## src/rtl/bincnt_gen7_if.sv

```systemverilog
// bincnt_gen7_if
// Bundles the request side, the output stream and the status flags of the
// weight-k word generator into one connection.
//   Parameters : N  - output word width (2..16); CW = $clog2(N+1) is the width of k.
//   Request    : start_valid, start_ready, k, abort
//   Stream     : out_valid, out_ready, out_word, out_idx, out_last
//   Status     : busy, err, chk_err
// Modports:
//   master - the generator. It drives start_ready, the stream payload and the status flags.
//   slave  - the requester/consumer. It drives start_valid, k, abort and out_ready.
interface bincnt_gen7_if #(
    parameter int N = 7
);
    localparam int CW = $clog2(N + 1);

    logic          start_valid;
    logic          start_ready;
    logic [CW-1:0] k;
    logic          abort;
    logic          out_valid;
    logic          out_ready;
    logic [N-1:0]  out_word;
    logic [N-1:0]  out_idx;
    logic          out_last;
    logic          busy;
    logic          err;
    logic          chk_err;

    modport master (
        input  start_valid, k, abort, out_ready,
        output start_ready, out_valid, out_word, out_idx, out_last, busy, err, chk_err
    );

    modport slave (
        output start_valid, k, abort, out_ready,
        input  start_ready, out_valid, out_word, out_idx, out_last, busy, err, chk_err
    );
endinterface

```

## src/rtl/bincnt_gen7.sv

```systemverilog
// bincnt_gen7
// Weight-k word generator. After a start request carrying k, it streams every
// N-bit vector that has exactly k ones, in ascending numeric order. It emits one
// word per accepted beat, using Gosper's successor step.
//   clk    - rising-edge clock
//   rst_n  - asynchronous active-low reset
//   bus    - bincnt_gen7_if.master (request, output stream, status flags)
// Optional feature macro: BINCNT_GEN_CHECK_EN
//   When defined, a sorter-based ones counter checks the weight of every
//   accepted word against the latched k. A mismatch sets the sticky chk_err.
//   When undefined, chk_err is tied to 0.
module bincnt_gen7 #(
    parameter int N = 7
) (
    input  logic          clk,
    input  logic          rst_n,
    bincnt_gen7_if.master bus
);
    localparam int CW = $clog2(N + 1);

    typedef enum logic {IDLE, EMIT} state_t;

    state_t        state_q, state_d;
    logic [N-1:0]  word_q,  word_d;
    logic [N-1:0]  idx_q,   idx_d;
    logic          last_q,  last_d;
    logic          err_q,   err_d;
    logic [CW-1:0] k_q,     k_d;

    // Bit pattern with the k lowest bits set. A shift by N or more leaves
    // zero, so k = N gives all ones.
    function automatic logic [N-1:0] low_ones(input logic [CW-1:0] kk);
        return ~({N{1'b1}} << kk);
    endfunction

    // Final word of a weight-kk sequence: kk ones packed at the top.
    function automatic logic [N-1:0] top_ones(input logic [CW-1:0] kk);
        return low_ones(kk) << (CW'(N) - kk);
    endfunction

    // Gosper successor of word_q:
    //   c    = x & -x
    //   r    = x + c
    //   next = r | (((r ^ x) >> 2) >> ctz(c))
    // The carry out of r is dropped. That only happens on the final word,
    // whose successor is never loaded.
    logic [N-1:0]  low_bit;
    logic [N-1:0]  ripple;
    logic [N-1:0]  succ;
    logic [CW-1:0] ctz;

    always_comb begin
        low_bit = word_q & (~word_q + N'(1));
        ripple  = word_q + low_bit;
        ctz     = '0;
        // Priority encoder: the scan runs downward, so the lowest set bit wins.
        for (int i = N - 1; i >= 0; i--) begin
            if (low_bit[i]) ctz = CW'(i);
        end
        succ = ripple | (((ripple ^ word_q) >> 2) >> ctz);
    end

    always_comb begin
        state_d = state_q;
        word_d  = word_q;
        idx_d   = idx_q;
        last_d  = last_q;
        k_d     = k_q;
        err_d   = 1'b0;
        case (state_q)
            IDLE: begin
                // abort has no effect here, so a start that coincides with it still proceeds.
                if (bus.start_valid) begin
                    if (int'(bus.k) > N) begin
                        err_d = 1'b1;
                    end else begin
                        k_d     = bus.k;
                        word_d  = low_ones(bus.k);
                        idx_d   = '0;
                        // A single-word sequence (k = 0 or k = N) is already at its top pattern.
                        last_d  = (low_ones(bus.k) == top_ones(bus.k));
                        state_d = EMIT;
                    end
                end
            end
            EMIT: begin
                if (bus.abort) begin
                    // A handshake in this same cycle still consumes the word.
                    // No successor is loaded.
                    state_d = IDLE;
                end else if (bus.out_ready) begin
                    if (last_q) begin
                        state_d = IDLE;
                    end else begin
                        word_d = succ;
                        idx_d  = idx_q + N'(1);
                        // Compare against the top pattern instead of watching for a carry.
                        last_d = (succ == top_ones(k_q));
                    end
                end
            end
            default: state_d = IDLE;
        endcase
    end

    always_ff @(posedge clk or negedge rst_n) begin
        if (!rst_n) begin
            state_q <= IDLE;
            word_q  <= '0;
            idx_q   <= '0;
            last_q  <= 1'b0;
            err_q   <= 1'b0;
            k_q     <= '0;
        end else begin
            state_q <= state_d;
            word_q  <= word_d;
            idx_q   <= idx_d;
            last_q  <= last_d;
            err_q   <= err_d;
            k_q     <= k_d;
        end
    end

    assign bus.start_ready = (state_q == IDLE);
    assign bus.out_valid   = (state_q == EMIT);
    assign bus.busy        = (state_q == EMIT);
    assign bus.out_word    = word_q;
    assign bus.out_idx     = idx_q;
    assign bus.out_last    = last_q;
    assign bus.err         = err_q;

`ifdef BINCNT_GEN_CHECK_EN
    // Odd-even transposition sorter over single bits. Each compare-exchange
    // moves a one toward bit 0, so after N stages the word is a thermometer
    // code. The position of its top one is the population count.
    logic [N-1:0]  sorted;
    logic [CW-1:0] pop;
    logic          chk_err_q, chk_err_d;

    always_comb begin
        sorted = word_q;
        for (int s = 0; s < N; s++) begin
            for (int i = s % 2; i < N - 1; i += 2) begin
                sorted[i +: 2] = {sorted[i] & sorted[i+1], sorted[i] | sorted[i+1]};
            end
        end
        pop = '0;
        for (int i = 0; i < N; i++) begin
            if (sorted[i]) pop = CW'(i + 1);
        end
        chk_err_d = chk_err_q |
                    ((state_q == EMIT) && bus.out_ready && (pop != k_q));
    end

    always_ff @(posedge clk or negedge rst_n) begin
        if (!rst_n) chk_err_q <= 1'b0;
        else        chk_err_q <= chk_err_d;
    end

    assign bus.chk_err = chk_err_q;
`else
    assign bus.chk_err = 1'b0;
`endif
endmodule

```

## src/flat_wrapper.sv

```systemverilog
// flat-port wrapper written by rule: the top's interface ports become plain ports
module bincnt_gen7_flat 
#(
    parameter int N = 7
)
  (clk, rst_n, bus_start_valid, bus_k, bus_abort, bus_out_ready, bus_start_ready, bus_out_valid, bus_out_word, bus_out_idx, bus_out_last, bus_busy, bus_err, bus_chk_err);
  bincnt_gen7_if #(.N(N)) bus_i ();
  input  logic clk;
  input  logic rst_n;
  input wire logic [$bits(bus_i.start_valid)-1:0] bus_start_valid;
  input wire logic [$bits(bus_i.k)-1:0] bus_k;
  input wire logic [$bits(bus_i.abort)-1:0] bus_abort;
  input wire logic [$bits(bus_i.out_ready)-1:0] bus_out_ready;
  output wire logic [$bits(bus_i.start_ready)-1:0] bus_start_ready;
  output wire logic [$bits(bus_i.out_valid)-1:0] bus_out_valid;
  output wire logic [$bits(bus_i.out_word)-1:0] bus_out_word;
  output wire logic [$bits(bus_i.out_idx)-1:0] bus_out_idx;
  output wire logic [$bits(bus_i.out_last)-1:0] bus_out_last;
  output wire logic [$bits(bus_i.busy)-1:0] bus_busy;
  output wire logic [$bits(bus_i.err)-1:0] bus_err;
  output wire logic [$bits(bus_i.chk_err)-1:0] bus_chk_err;
  assign bus_i.start_valid = bus_start_valid;
  assign bus_i.k = bus_k;
  assign bus_i.abort = bus_abort;
  assign bus_i.out_ready = bus_out_ready;
  assign bus_start_ready = bus_i.start_ready;
  assign bus_out_valid = bus_i.out_valid;
  assign bus_out_word = bus_i.out_word;
  assign bus_out_idx = bus_i.out_idx;
  assign bus_out_last = bus_i.out_last;
  assign bus_busy = bus_i.busy;
  assign bus_err = bus_i.err;
  assign bus_chk_err = bus_i.chk_err;
  bincnt_gen7 #(.N(N)) u_core (.clk(clk), .rst_n(rst_n), .bus(bus_i));
endmodule
```

## config.mk

```make
export PLATFORM = sky130hd
export DESIGN_NAME = bincnt_gen7_flat
export DESIGN_NICKNAME = d
export VERILOG_FILES = /design/src/rtl/bincnt_gen7_if.sv /design/src/rtl/bincnt_gen7.sv /design/src/flat_wrapper.sv
export SDC_FILE = /design/constraint.sdc
export NUM_CORES = 1
export LEC_CHECK = 0
export ABC_AREA = 1
export CAP_MARGIN = 20
export CORE_MARGIN = 3
export CORE_UTILIZATION = 55
export DETAILED_ROUTE_END_ITERATION = 6
export PLACE_DENSITY = 0.93
export SLEW_MARGIN = 25
export SYNTH_ARGS = -nofsm -noshare
export SYNTH_HDL_FRONTEND = slang
export SYNTH_SLANG_ARGS = --single-unit
```

## constraint.sdc

```tcl
create_clock -name clk -period 4.3 [get_ports clk]
set_input_delay 0.86 -clock clk [delete_from_list [all_inputs] [get_ports clk]]
set_output_delay 0.86 -clock clk [all_outputs]
set_load 0.01 [all_outputs]
```

==> results.yml, run 1 <==
power:
  p_clk_share_pct: 7.0
  ir_drop_mv: 0.575
  p_sw_w: 0.000652
  p_int_w: 0.000596
  p_comb_share_pct: 66.6
  p_seq_share_pct: 26.4
  leakage_nw: 0.910
  switching_share_pct: 52.2
  p_total_w: 0.00125
  power_density_nw_per_um2: 674
global_route:
  grt_overflow: 0
  grt_util_all_layers_pct: 23.4
  antenna_found_initial: 0
  grt_pass1_vias: 1476
  grt_pass1_wl_um: 6430
  grt_max_degree: 20
routing:
  drc: 0
  wirelength_um: 3850
  ant_nets: 0
  drtIter0Drc: 97
  first_pass_iters: 6
  via_per_inst: 5.67
  drt-wirelength-per-cell_um: 13.7
  vias: 1593
final_layout:
  final_util_pct: 70.8
  final_area_um2: 1850
  nNetsFinal: 266
  diodes: 0
  syn_to_final_growth_pct: 17.0
  drive_above_1_share_pct: 7.97
sta:
  finalCritPeriodShare_pct: 60.3
  worst_pin_slew_ps: 834
  setup-tns-final_ps: 0
  slew_headroom_pct: 44.2
  worst_hold_slack_ps: 539
  layout_min_cycle_time_ps: 2590
  rsz0062_at_grt: "false"
  maxSlewViolCount: 0
  finalClockSkew_ps: 4.12
  setup_viol: 0
  hold_violations: 0
  fmax_mhz: 386
cts:
  cts_hold_buf: 0
  post_cts_buffers: 0
  cts_tree: "built"
  worstSkewPairLatency_ps: 290
  cts_root_buf: "clkbuf_4"
  cts_buffers: 3
  htree_levels: 1
  path_clk_slew_ps: 100
  clock_sinks: 19
  ctsResizeCount: 0
  clockBufferDepth: 2
critical_path:
  end_kind: "output port"
  reg2reg_slack_ps: 1720
  worstSetupPathType: "flip-flop to output port"
  crit_fanout: 11
  worstSetupStartpointType: "flip-flop"
  cp.arrival_ps: 1730
  cp.required_ps: 3440
place:
  gp_congestion: 0.864
  post-dp-hpwl_um: 3100
  placed_cell_area_um2: 1820
  io_buffers: 25
synthesis:
  synth_edf_count: 0
  synth_mux_area_share_pct: 0
  yosys_warnings: 0
  postSynthCellCount: 228
  synth_seq_cells: 19
  ys_seq_area_share_pct: 30.1
  synthAdderAreaFrac_pct: 4.75
  synth_xor_area_share_pct: 3.16
  synth-simple-area-share_pct: 37.9
  synth-compound-area-share_pct: 13.2
  synth_flop_cell: "dfrtp_1"
  synthTopCellsByArea: "dfrtp_1 (30%), nand2_1 (12%), nand3_1 (8.2%)"
  synthDistinctLibCells: 35
  synth_top_family_by_area: "simple AND/OR/NAND/NOR gates"
  yosysTopAreaCell: "dfrtp_1"
  ys_async_sr_fraction_pct: 100
  avgSynthCellArea_um2: 6.94
  synthesis.area_um2: 1580
  synth_top_area_share_pct: 30.1
floorplanning:
  design.die.area_um2: 3560
  rows: 18
  core_area_um2: 2610
  die_w_um: 59.6
  start_util_pct: 60.5
  fp.dieH_um: 59.6
  ioPinCount: 28
run_status:
  status: "finished clean"
run:
  maxCapViolCount: 0
worst_hold_path:
  min-delay-path-class: "flip-flop to flip-flop"
sequential cells by signal, summed over array words and instances, names as in the netlist:
signal,flops
u_core.k_q,3
u_core.bus.out_word,7
u_core.bus.out_idx,7
u_core.bus.out_last,1
u_core.bus.busy,1
worst paths after layout:
check                                           from                            endpoint  depth (start not counted)
hold / removal             u_core.k_q[1]$_DFFE_PN0P_           u_core.k_q[1]$_DFFE_PN0P_                          2
max in group asynchronous                      rst_n           u_core.bus.busy$_DFF_PN0_                          1
min in group asynchronous                      rst_n  u_core.bus.out_word[4]$_DFFE_PN0P_                          1
setup reg to reg           u_core.bus.busy$_DFF_PN0_  u_core.bus.out_word[0]$_DFFE_PN0P_                          7
hold reg to reg            u_core.k_q[1]$_DFFE_PN0P_           u_core.k_q[1]$_DFFE_PN0P_                          2
setup / recovery           u_core.bus.busy$_DFF_PN0_                     bus_start_ready                          2
layout by cell type, fill, tap and decap left out, types with 2 or more instances in the layout:
cell type / n
ha_1: 6
o21ai_0: 20
nand3b_1: 2
nand3_2: 3
nand2_1: 49
clkbuf_4: 3
nor3_1: 2
xnor2_1: 2
nand4_1: 8
a21oi_1: 9
nor2_4: 3
clkdlybuf4s50_1: 25
inv_2: 3
dfrtp_1: 19
o22ai_1: 2
nor2_1: 20
nand3_1: 26
nand2_2: 4
conb_1: 2
inv_1: 28
worst max-delay path: stages, from the launching register on:
cell and delay [ps]:
dfrtp_1 550, clkinv_1 320, clkdlybuf4s50_1 570
layer usage:
layer	up-vias	track usage [%]	routed length, um
li1	802	-	-
met1	727	29.4	1620
met2	58	42.1	1960
met3	6	2.40	230
met4	0	6.33	35
met5	-	0	0
synth_stat cells (4+ instances only):
library cell,n
nand2_1,49
dfrtp_1,19
nand3_1,26
nor2_1,20
o21ai_0,20
nand2_2,4
inv_1,28
a21oi_1,9
ha_1,6
nand4_1,8
cell families (layout without fill, tap and decap cells):
kind of cell | Yosys count | in the layout
simple gates | 121 | 121
buf+inv | 39 | 61
compound gates | 38 | 38
flops | 19 | 19
fa+ha+maj | 6 | 6
xor+xnor | 4 | 4
other cells | 1 | 2
power groups by stage:
stage,clock network [W],registers [W],logic [W]
2_1_floorplan,0,0.000323,0.000583
3_3_place_gp,0,0.000328,0.000799
3_5_place_dp,0,0.000330,0.000819
4_1_cts,0.0000862,0.000327,0.000826
5_1_grt,0.0000930,0.000341,0.000925
6_report,0.0000875,0.000329,0.000831
final cells by class:
class / count / area, um2
multi-input cells: 171 / 941
clock buffers: 4 / 26.3
inverters: 32 / 120
well taps: 30 / 37.5
repair buffers: 25 / 250
fillers: 211 / 762
flip-flops and latches: 19 / 475
metrics by stage:
stage | setup WS [ps] | std cells
after floorplan | 2430 | 229
after global placement | 1550 | 277
after detailed placement | 1460 | 277
after CTS | 1710 | 281
after global routing | 1330 | 281
final | 1710 | 281
(Power assumes the default switching activity.)
==> inputs of run 2 (changes only) <==
- CORE_UTILIZATION: 55 -> 48
- PLACE_DENSITY: 0.93 -> 0.87
- clock period: 4.3 -> 2.16 ns (I/O delays scaled with it)
==> run 2 against run 1 <==
First-iteration DRC count grew 42%. Non-clock buffer count rose by 7. Worst hold slack worse by 94 ps. Register-to-register slack worse by 1600 ps. Final cell count rose by 7.5%. Combinational power is 110% higher. Wire length up 2.5%.
==> results.yml, run 2 (same netlist as run 1, synthesis figures left out) <==
cts:
  cts_hold_buf: 0
  post_cts_buffers: 0
  clock_sinks: 19
  worstSkewPairLatency_ps: 300
  path_clk_slew_ps: 110
  cts_root_buf: "clkbuf_4"
  clockBufferDepth: 2
  htree_levels: 1
  cts_buffers: 3
  ctsResizeCount: 0
  cts_tree: "built"
floorplanning:
  design.die.area_um2: 4020
  ioPinCount: 28
  start_util_pct: 51.0
  fp.dieH_um: 63.4
  core_area_um2: 3100
  die_w_um: 63.4
  rows: 20
final_layout:
  most-common-layout-cells: "nand2_1 (49), inv_1 (27), nand3_1 (25), clkdlybuf4s50_1 (25), o21ai_0 (20)"
  drive_above_1_share_pct: 12.0
  layout_commonest_cell: "nand2_1"
  syn_to_final_growth_pct: 22.0
  diodes: 0
  nNetsFinal: 273
critical_path:
  worstSetupStartpointType: "flip-flop"
  crit_fanout: 9
  end_kind: "flip-flop"
  cp.required_ps: 2410
  worstSetupPathType: "flip-flop to flip-flop"
  cp.arrival_ps: 2260
sta:
  hold_violations: 0
  maxSlewViolCount: 0
  layout_min_cycle_time_ps: 2010
  setup-tns-final_ps: 0
  finalCritPeriodShare_pct: 92.9
  setup_viol: 0
  finalClockSkew_ps: 12.4
  rsz0062_at_grt: "false"
  fmax_mhz: 499
power:
  p_comb_share_pct: 67.8
  ir_drop_mv: 0.889
  p_sw_w: 0.00132
  power_density_nw_per_um2: 1320
  p_int_w: 0.00123
  switching_share_pct: 51.8
  p_total_w: 0.00254
  p_clk_share_pct: 7.1
  leakage_nw: 0.945
  p_seq_share_pct: 25.1
global_route:
  grt_use_met3_pct: 2.50
  met1_usage_pct: 28.4
  grt_pass1_wl_um: 6890
  antenna_found_initial: 0
  grt_pass1_vias: 1535
  gr-usage-met2_pct: 34.9
  grt_max_degree: 20
  top_usage_layer: "met2"
  grt_overflow: 0
  grt_util_all_layers_pct: 21.1
worst_hold_path:
  min-delay-path-class: "primary input to asynchronous set/reset pin"
place:
  gp_congestion: 0.902
  post-dp-hpwl_um: 3190
  io_buffers: 25
routing:
  drt-wirelength-per-cell_um: 13.1
  via_per_inst: 5.57
  ant_nets: 0
  drtIter0Drc: 138
  first_pass_iters: 5
  wirelength_um: 3940
  vias: 1683
  drc: 0
run_status:
  status: "finished clean"
run:
  maxCapViolCount: 0
-- run 2: worst paths after layout --
check / from / endpoint / slack, ps / depth (start not counted)
worst max-delay path: u_core.bus.out_word[1]$_DFFE_PN0P_ / u_core.bus.out_last$_DFFE_PN0P_ / 150 / 13
worst min-delay path: rst_n / u_core.k_q[2]$_DFFE_PN0P_ / 440 / 2
worst max register to register: u_core.bus.out_word[1]$_DFFE_PN0P_ / u_core.bus.out_last$_DFFE_PN0P_ / 150 / 13
worst min register to register: u_core.bus.out_idx[6]$_DFFE_PN0P_ / u_core.bus.out_idx[6]$_DFFE_PN0P_ / 540 / 2
max in group asynchronous: rst_n / u_core.bus.out_word[1]$_DFFE_PN0P_ / 1490 / 2
min in group clk: u_core.bus.out_idx[6]$_DFFE_PN0P_ / u_core.bus.out_idx[6]$_DFFE_PN0P_ / 540 / 2
-- run 2: per-layer routing --
layer / wire length, um / up-vias / share of wire [%]
met5: 0 / - / 0
met4: 77 / 0 / 2.0
met3: 267 / 13 / 6.8
met2: 1910 / 76 / 48
met1: 1690 / 786 / 43
li1: - / 808 / -
-- run 2: power groups by stage --
stage / Combinational [W] / Clock (W) / Sequential (W)
after CTS: 0.00170 / 0.000182 / 0.000632
after global routing: 0.00193 / 0.000197 / 0.000659
after floorplan: 0.00116 / 0 / 0.000643
after global placement: 0.00166 / 0 / 0.000638
after detailed placement: 0.00169 / 0 / 0.000638
final: 0.00173 / 0.000181 / 0.000638
-- run 2: through the flow --
step | setup slack [ps] | hold WS [ps] | instances | util, % | area, um2
after floorplan | 406 | 136 | 229 | - | 1590
after global placement | 169 | 509 | 298 | 61.0 | 1890
after detailed placement | 109 | 522 | 298 | 61.0 | 1890
after CTS | 151 | 451 | 302 | 61.9 | 1920
after global routing | 1.59 | 455 | 302 | 62.2 | 1930
final | 154 | 444 | 302 | 62.2 | 1930
-- run 2: critical path, cell delays in order (launching register included) --
cell	delay (ps)
dfrtp_2	470
nor2_4	260
nand2_1	150
a21oi_2	230
nor2_4	80
nand3_1	110
nand3_1	150
nand2_1	90
nand3_1	60
nor2_1	110
nand2_1	60
nand2_1	60
nand2_1	60
nand2_1	70
-- run 2: area by class of cell --
cell class	instances	area [um2]
Fill cell	299	1170
Timing Repair Buffer	32	303
Inverter	32	120
Multi-Input combinational cell	171	948
Clock buffer	4	26.3
Tap cell	44	55.1
Sequential cell	19	477
